==> config.mk <==
export PLATFORM = sky130hd
export DESIGN_NAME = pipe_ctrl
export DESIGN_NICKNAME = d
export VERILOG_FILES = /design/src/rtl/pipe_ctrl_pkg.sv /design/src/rtl/pipe_ctrl_hazard_cmp.sv /design/src/rtl/pipe_ctrl.sv
export SDC_FILE = /design/constraint.sdc
export NUM_CORES = 1
export LEC_CHECK = 0
export CAP_MARGIN = 20
export CORE_MARGIN = 4
export CORE_UTILIZATION = 36
export DETAILED_ROUTE_END_ITERATION = 12
export PLACE_DENSITY = 0.77
export RECOVER_POWER = 50
export SKIP_LAST_GASP = 1
export SLEW_MARGIN = 5
export SYNTH_ARGS = -nofsm -noshare
export SYNTH_HDL_FRONTEND = slang
export SYNTH_SLANG_ARGS = --single-unit
==> constraint.sdc <==
create_clock -name clk -period 2.1 [get_ports clk]
set_input_delay 0.42 -clock clk [delete_from_list [all_inputs] [get_ports clk]]
set_output_delay 0.42 -clock clk [all_outputs]
set_load 0.01 [all_outputs]
==> src/rtl/pipe_ctrl_pkg.sv <==
// Shared types and constants for the pipeline hazard controller (package all_pkgs).
package all_pkgs;

    typedef enum logic [1:0] {
        RST_FLUSH = 2'd0,
        RUN       = 2'd1,
        MEM_WAIT  = 2'd2
    } pipe_ctrl_state_t;

    localparam logic [4:0] REG_X0 = 5'd0;

endpackage

==> src/rtl/pipe_ctrl_hazard_cmp.sv <==
// Load-use comparator: flags an ID source that depends on a load still in EX.
module hazard_cmp
    import all_pkgs::*;
(
    input  logic [4:0] i_id_rs1,
    input  logic [4:0] i_id_rs2,
    input  logic       i_id_use_rs1,
    input  logic       i_id_use_rs2,
    input  logic [4:0] i_ex_rd,
    input  logic       i_ex_reg_wr_en,
    input  logic       i_ex_mem_to_reg,
    output logic       o_load_use
);

    logic w_rs1_hit;
    logic w_rs2_hit;

    assign w_rs1_hit = i_id_use_rs1 && (i_id_rs1 == i_ex_rd);
    assign w_rs2_hit = i_id_use_rs2 && (i_id_rs2 == i_ex_rd);

    // x0 is hardwired to zero, so a load targeting it never creates a dependency.
    assign o_load_use = i_ex_mem_to_reg && i_ex_reg_wr_en && (i_ex_rd != REG_X0)
                        && (w_rs1_hit || w_rs2_hit);

endmodule

==> src/rtl/pipe_ctrl.sv <==
// Pipeline hazard controller: reset flush, memory-wait stall, branch redirect, load-use stall.
// Optional performance counters (stall_cnt, flush_cnt) are built when PIPE_CTRL_PERF_EN is defined.
module pipe_ctrl
    import all_pkgs::*;
#(
    parameter int unsigned RST_FLUSH_CYC = 2
) (
    input  logic             clk,
    input  logic             rst_n,
    input  logic [4:0]       id_rs1,
    input  logic [4:0]       id_rs2,
    input  logic             id_use_rs1,
    input  logic             id_use_rs2,
    input  logic [4:0]       ex_rd,
    input  logic             ex_reg_wr_en,
    input  logic             ex_mem_to_reg,
    input  logic             br_taken,
    input  logic             mem_busy,
    output logic             pc_stall,
    output logic             if_id_stall,
    output logic             if_id_flush,
    output logic             id_ex_stall,
    output logic             id_ex_flush,
    output logic             ex_mem_stall,
    output logic             redirect,
`ifdef PIPE_CTRL_PERF_EN
    output logic [31:0]      stall_cnt,
    output logic [31:0]      flush_cnt,
`endif
    output pipe_ctrl_state_t o_dbg_state
);

    localparam logic [3:0] CNT_INIT = 4'(RST_FLUSH_CYC - 1);

    pipe_ctrl_state_t r_state;
    pipe_ctrl_state_t w_next_state;
    logic [3:0]       r_cnt;
    logic [3:0]       w_cnt_nxt;
    logic             r_pend;
    logic             w_pend_nxt;
    logic             w_load_use;

    hazard_cmp u_hazard_cmp (
        .i_id_rs1        (id_rs1),
        .i_id_rs2        (id_rs2),
        .i_id_use_rs1    (id_use_rs1),
        .i_id_use_rs2    (id_use_rs2),
        .i_ex_rd         (ex_rd),
        .i_ex_reg_wr_en  (ex_reg_wr_en),
        .i_ex_mem_to_reg (ex_mem_to_reg),
        .o_load_use      (w_load_use)
    );

    always_ff @(posedge clk or negedge rst_n) begin
        if (!rst_n) begin
            r_state <= RST_FLUSH;
            r_cnt   <= CNT_INIT;
            r_pend  <= 1'b0;
        end else begin
            r_state <= w_next_state;
            r_cnt   <= w_cnt_nxt;
            r_pend  <= w_pend_nxt;
        end
    end

    always_comb begin
        pc_stall     = 1'b0;
        if_id_stall  = 1'b0;
        if_id_flush  = 1'b0;
        id_ex_stall  = 1'b0;
        id_ex_flush  = 1'b0;
        ex_mem_stall = 1'b0;
        redirect     = 1'b0;
        w_next_state = r_state;
        w_cnt_nxt    = r_cnt;
        w_pend_nxt   = r_pend;
        case (r_state)
            RST_FLUSH: begin
                pc_stall    = 1'b1;
                if_id_flush = 1'b1;
                id_ex_flush = 1'b1;
                if (r_cnt == 4'd0) begin
                    w_next_state = RUN;
                end else begin
                    w_cnt_nxt = r_cnt - 4'd1;
                end
            end
            // The first MEM_WAIT cycle with mem_busy low already acts as RUN,
            // so a held branch redirects with no extra bubble.
            RUN, MEM_WAIT: begin
                if (mem_busy) begin
                    pc_stall     = 1'b1;
                    if_id_stall  = 1'b1;
                    id_ex_stall  = 1'b1;
                    ex_mem_stall = 1'b1;
                    w_next_state = MEM_WAIT;
                    if (br_taken) begin
                        w_pend_nxt = 1'b1;
                    end
                end else begin
                    w_next_state = RUN;
                    if (br_taken || r_pend) begin
                        redirect    = 1'b1;
                        if_id_flush = 1'b1;
                        id_ex_flush = 1'b1;
                        w_pend_nxt  = 1'b0;
                    end else if (w_load_use) begin
                        pc_stall    = 1'b1;
                        if_id_stall = 1'b1;
                        id_ex_flush = 1'b1;
                    end
                end
            end
            default: begin
                w_next_state = RST_FLUSH;
            end
        endcase
    end

    assign o_dbg_state = r_state;

`ifdef PIPE_CTRL_PERF_EN
    always_ff @(posedge clk or negedge rst_n) begin
        if (!rst_n) begin
            stall_cnt <= 32'd0;
            flush_cnt <= 32'd0;
        end else begin
            if ((r_state != RST_FLUSH) && pc_stall) begin
                stall_cnt <= stall_cnt + 32'd1;
            end
            if (redirect) begin
                flush_cnt <= flush_cnt + 32'd1;
            end
        end
    end
`endif

endmodule

==> results of run 1 <==
## cell type report
cell class	count	area (sq um)
Inverter	7	26.3
Fill cell	116	380
Multi-Input combinational cell	48	397
Clock buffer	4	26.3
Timing Repair Buffer	45	358
Sequential cell	7	176
Tap cell	15	18.8
## cells in the mapped netlist
cell type,number
sky130_fd_sc_hd__nand2b_1,2
sky130_fd_sc_hd__o22ai_1,1
sky130_fd_sc_hd__o211ai_1,1
sky130_fd_sc_hd__ha_1,3
sky130_fd_sc_hd__o21ai_0,5
sky130_fd_sc_hd__nor4_1,2
sky130_fd_sc_hd__nor4_2,1
sky130_fd_sc_hd__o41ai_2,1
sky130_fd_sc_hd__o31ai_1,2
sky130_fd_sc_hd__xor2_1,9
sky130_fd_sc_hd__dfrtp_1,6
sky130_fd_sc_hd__nand2_1,6
sky130_fd_sc_hd__nor2_1,5
sky130_fd_sc_hd__or4_1,1
sky130_fd_sc_hd__buf_4,1
sky130_fd_sc_hd__and2_0,1
sky130_fd_sc_hd__or3_1,1
sky130_fd_sc_hd__a32oi_1,1
sky130_fd_sc_hd__a21oi_1,1
sky130_fd_sc_hd__nor2b_1,1
sky130_fd_sc_hd__inv_1,7
sky130_fd_sc_hd__xnor2_1,3
sky130_fd_sc_hd__o211ai_2,1
sky130_fd_sc_hd__dfstp_2,1
## layer usage
metal / track usage / vias up / routed length [um]
met5: 0 / - / 0
met4: 0.0829 / 0 / 4
met3: 0.0268 / 2 / 186
met2: 0.289 / 25 / 788
met1: 0.147 / 263 / 621
li1: - / 308 / -
## flip-flops by register name, indices dropped and copies added, names as in the netlist
name and count:
r_cnt 4, o_dbg_state 2, r_pend 1
## worst reg2reg max path, cell delays in order, from the launching register on
cell                      delay (ps)
sky130_fd_sc_hd__dfstp_1         390
sky130_fd_sc_hd__inv_1            60
sky130_fd_sc_hd__ha_1            170
sky130_fd_sc_hd__inv_1            40
sky130_fd_sc_hd__o31ai_1         680
sky130_fd_sc_hd__nor4_1          120
sky130_fd_sc_hd__xor2_1          180
## cell usage in the layout, fill, tap and decap left out, drive strengths merged, types with 3 or more instances in the layout
| master | count |
|---|---|
| o21ai | 5 |
| nor2 | 5 |
| buf | 21 |
| dfrtp | 6 |
| clkdlybuf4s15 | 3 |
| nor4 | 3 |
| inv | 7 |
| xnor2 | 3 |
| nand2 | 6 |
| clkbuf | 11 |
| ha | 3 |
| dlygate4sd2 | 4 |
| xor2 | 9 |
| clkdlybuf4s50 | 8 |
## through the flow
step / hold slack, ps / instance area, sq um / setup TNS [ps] / total power (uW) / util
floorplan: 124 / 554 / 0 / 466 / -
global placement: 484 / 951 / -2530 / 829 / 0.688
detailed placement: 499 / 951 / -2650 / 836 / 0.688
CTS: 429 / 977 / -59.0 / 905 / 0.707
global route: 508 / 1000 / -187 / 981 / 0.725
finish: 501 / 1000 / -7.98 / 903 / 0.725
## power by group
part / switching, uW / internal [uW] / leakage, uW
clock network: 45.4 / 72.3 / 0.0000150
logic: 291 / 320 / 0.000388
registers: 11.7 / 163 / 0.0000892
## what timing repair did
item	4_1_cts	5_1_grt
gates resized for setup	49	28
buffers inserted	3	1
setup endpoints to repair	7	6
pin swaps	12	10
## how the worst max path moves through the flow
stage               slack [ps]  endpoint  depth (start not counted)
finish                      -8  pc_stall                          6
global route              -100  pc_stall                          6
CTS                        -60  pc_stall                          8
detailed placement        -780  pc_stall                          6
global placement          -740  pc_stall                          6
floorplan                  270  pc_stall                          4
## kinds of logic after synthesis
family | share of synthesized area
simple gates | 0.190
compound gates | 0.174
xor+xnor | 0.190
buf+inv | 0.0610
flops | 0.318
fa+ha+maj | 0.0677
==> impl_summary.txt, run 1 <==
----------------------------------------------------
[Synth]
  Largest area contributor in the synthesized netlist ... sky130_fd_sc_hd__dfrtp_1
  Area share of the largest cell type after synthesis ... 0.271
  Number of instances in the synthesized netlist ... 63
  Avg Cell Area, Syn ... 8.80 sq um
  Library cells used by synthesis ... 24
  Sequential share of the synthesized area ... 0.318
  Flip-flop and latch count after synthesis ... 7
  Top area cells in the synthesized netlist ... sky130_fd_sc_hd__dfrtp_1 27%, sky130_fd_sc_hd__xor2_1 14%, sky130_fd_sc_hd__ha_1 6.8%
  Number of warnings issued by yosys ... 0
  Mapped Nets ... 89
  Synthesized cell area ... 554 sq um

[Job]
  Max-capacitance violation count ... 0

[CTS]
  CTS tree ... done
  Maximum clock path buffer count ... 2
  Clock sinks ... 7
  Worst-Skew Late Latency ... 250 ps
  Number of clock buffers inserted by TritonCTS ... 3
  Reg clk slew, reported paths ... 50 ps
  H-tree depth ... 1
  CTS Hold Bufs ... 0
  Clock root buffer ... sky130_fd_sc_hd__clkbuf_4

[Routing]
  Detailed Routing Iterations Pass 1 ... 2
  Via-to-Cell Ratio ... 4.75
  Vias after detailed routing ... 598
  Detailed-route DRC error count ... 0
  Detailed router's first-iteration violation count ... 4
  Routed len/inst ... 12.7 um
  Number of nets with antenna violations after detailed routing ... 0
  Wire length after detailed routing ... 1.60 mm

[Timing]
  Slew HR ... 0.435
  Clock Skew ... 7.72 ps
  Hold Fails Final Rpt ... 0
  Actual transition at the worst max-transition pin ... 840 ps
  Final worst setup slack ... -7.98 ps
  Setup repair after global routing missed its margin ... yes
  Max Freq ... 0.474 GHz
  Final count of pins violating max slew ... 0
  Final Setup Violations ... 1
  Post-route fraction of the period consumed by the critical path ... 1.00
  Min Tclk post-route ... 2110 ps

[Setup path]
  Largest stage delay, worst path ... 350 ps
  Critical Path Slowest Stage Cell ... sky130_fd_sc_hd__o41ai_2
  Largest delay share family, worst path ... compound AO/OA/AOI/OAI gates
  CP startpoint kind ... primary input
  Critical path launch point ... id_rs1[3]
  R2r worst-path depth ... 6
  Critical path type ... in2out
  Combined buffer and inverter count along the critical path ... 2
  Worst reg2reg setup slack ... 310 ps
  Required time of the critical path ... 1680 ps
  Critical path peak fanout ... 3
  Arrival time reported for the critical path endpoint ... 1690 ps
  Critical path capture point type ... primary output
  List of cells traversed by the critical path ... buf_6 > xor2_2 > nor4_2 > a32oi_2 > o41ai_2 > buf_2
  Capture instance of the worst register-to-register path ... r_cnt[3]$_DFFE_PN0P_
  Reg-to-reg critical path startpoint ... r_cnt[0]$_DFFE_PN1P_

[Status]
  Failing checks ... setup timing
  Outcome ... finished with violations

[Die]
  Initial Util ... 0.401
  Ports ... 32
  Site Rows ... 13
  Die X ... 47.2 um
  Core Area ... 1380 sq um
  Die footprint ... 2230 sq um
  Die height ... 47.2 um

[Power and ir drop]
  Static leakage power ... 0.000492 uW
  Power density of the placed cells ... 901 nW/um^2
  Maximum vdd ir drop ... 0.000571 V

[Layout]
  Area delta synth->final ... 80.8%
  Final antenna diode count ... 0
  Share of post-route cells with drive strength above 1 ... 0.378
  Cell Count, Final, Fillers Out ... 126
  Final Net Count ... 138

[Place]
  Placer congestion estimate ... 0.694
  Pre-CTS worst setup slack ... -779 ps
  Port Buffers ... 31
  Cell count after placement ... 118
  Detailed-placement wirelength estimate ... 1.35 mm

[GRT]
  Largest net degree at the start of global routing ... 9
  Number of global-route vias before repair ... 596
  Number of antenna violations at the first check in global routing ... 0
  Overall track demand over capacity in global routing ... 0.150
  Remaining Overflow, GRT ... 0
  Wire length of the first global-routing pass ... 2.30 mm

[Worst hold path]
  Type of the tightest min-delay check ... in2async

----------------------------------------------------
No activity file was read; power rests on OpenSTA's default activity.
==> inputs of run 2 (changes only) <==
Settings changed: CTS_CLUSTER_SIZE from default to 24.
==> results of run 2 <==
The final DEF is identical to that of run 1; final timing and power are the same.
==> inputs of run 3 (changes only) <==
Settings changed: CAP_MARGIN 20 to 10.
==> results of run 3 <==
The final DEF is identical to that of run 1; final timing and power are the same.
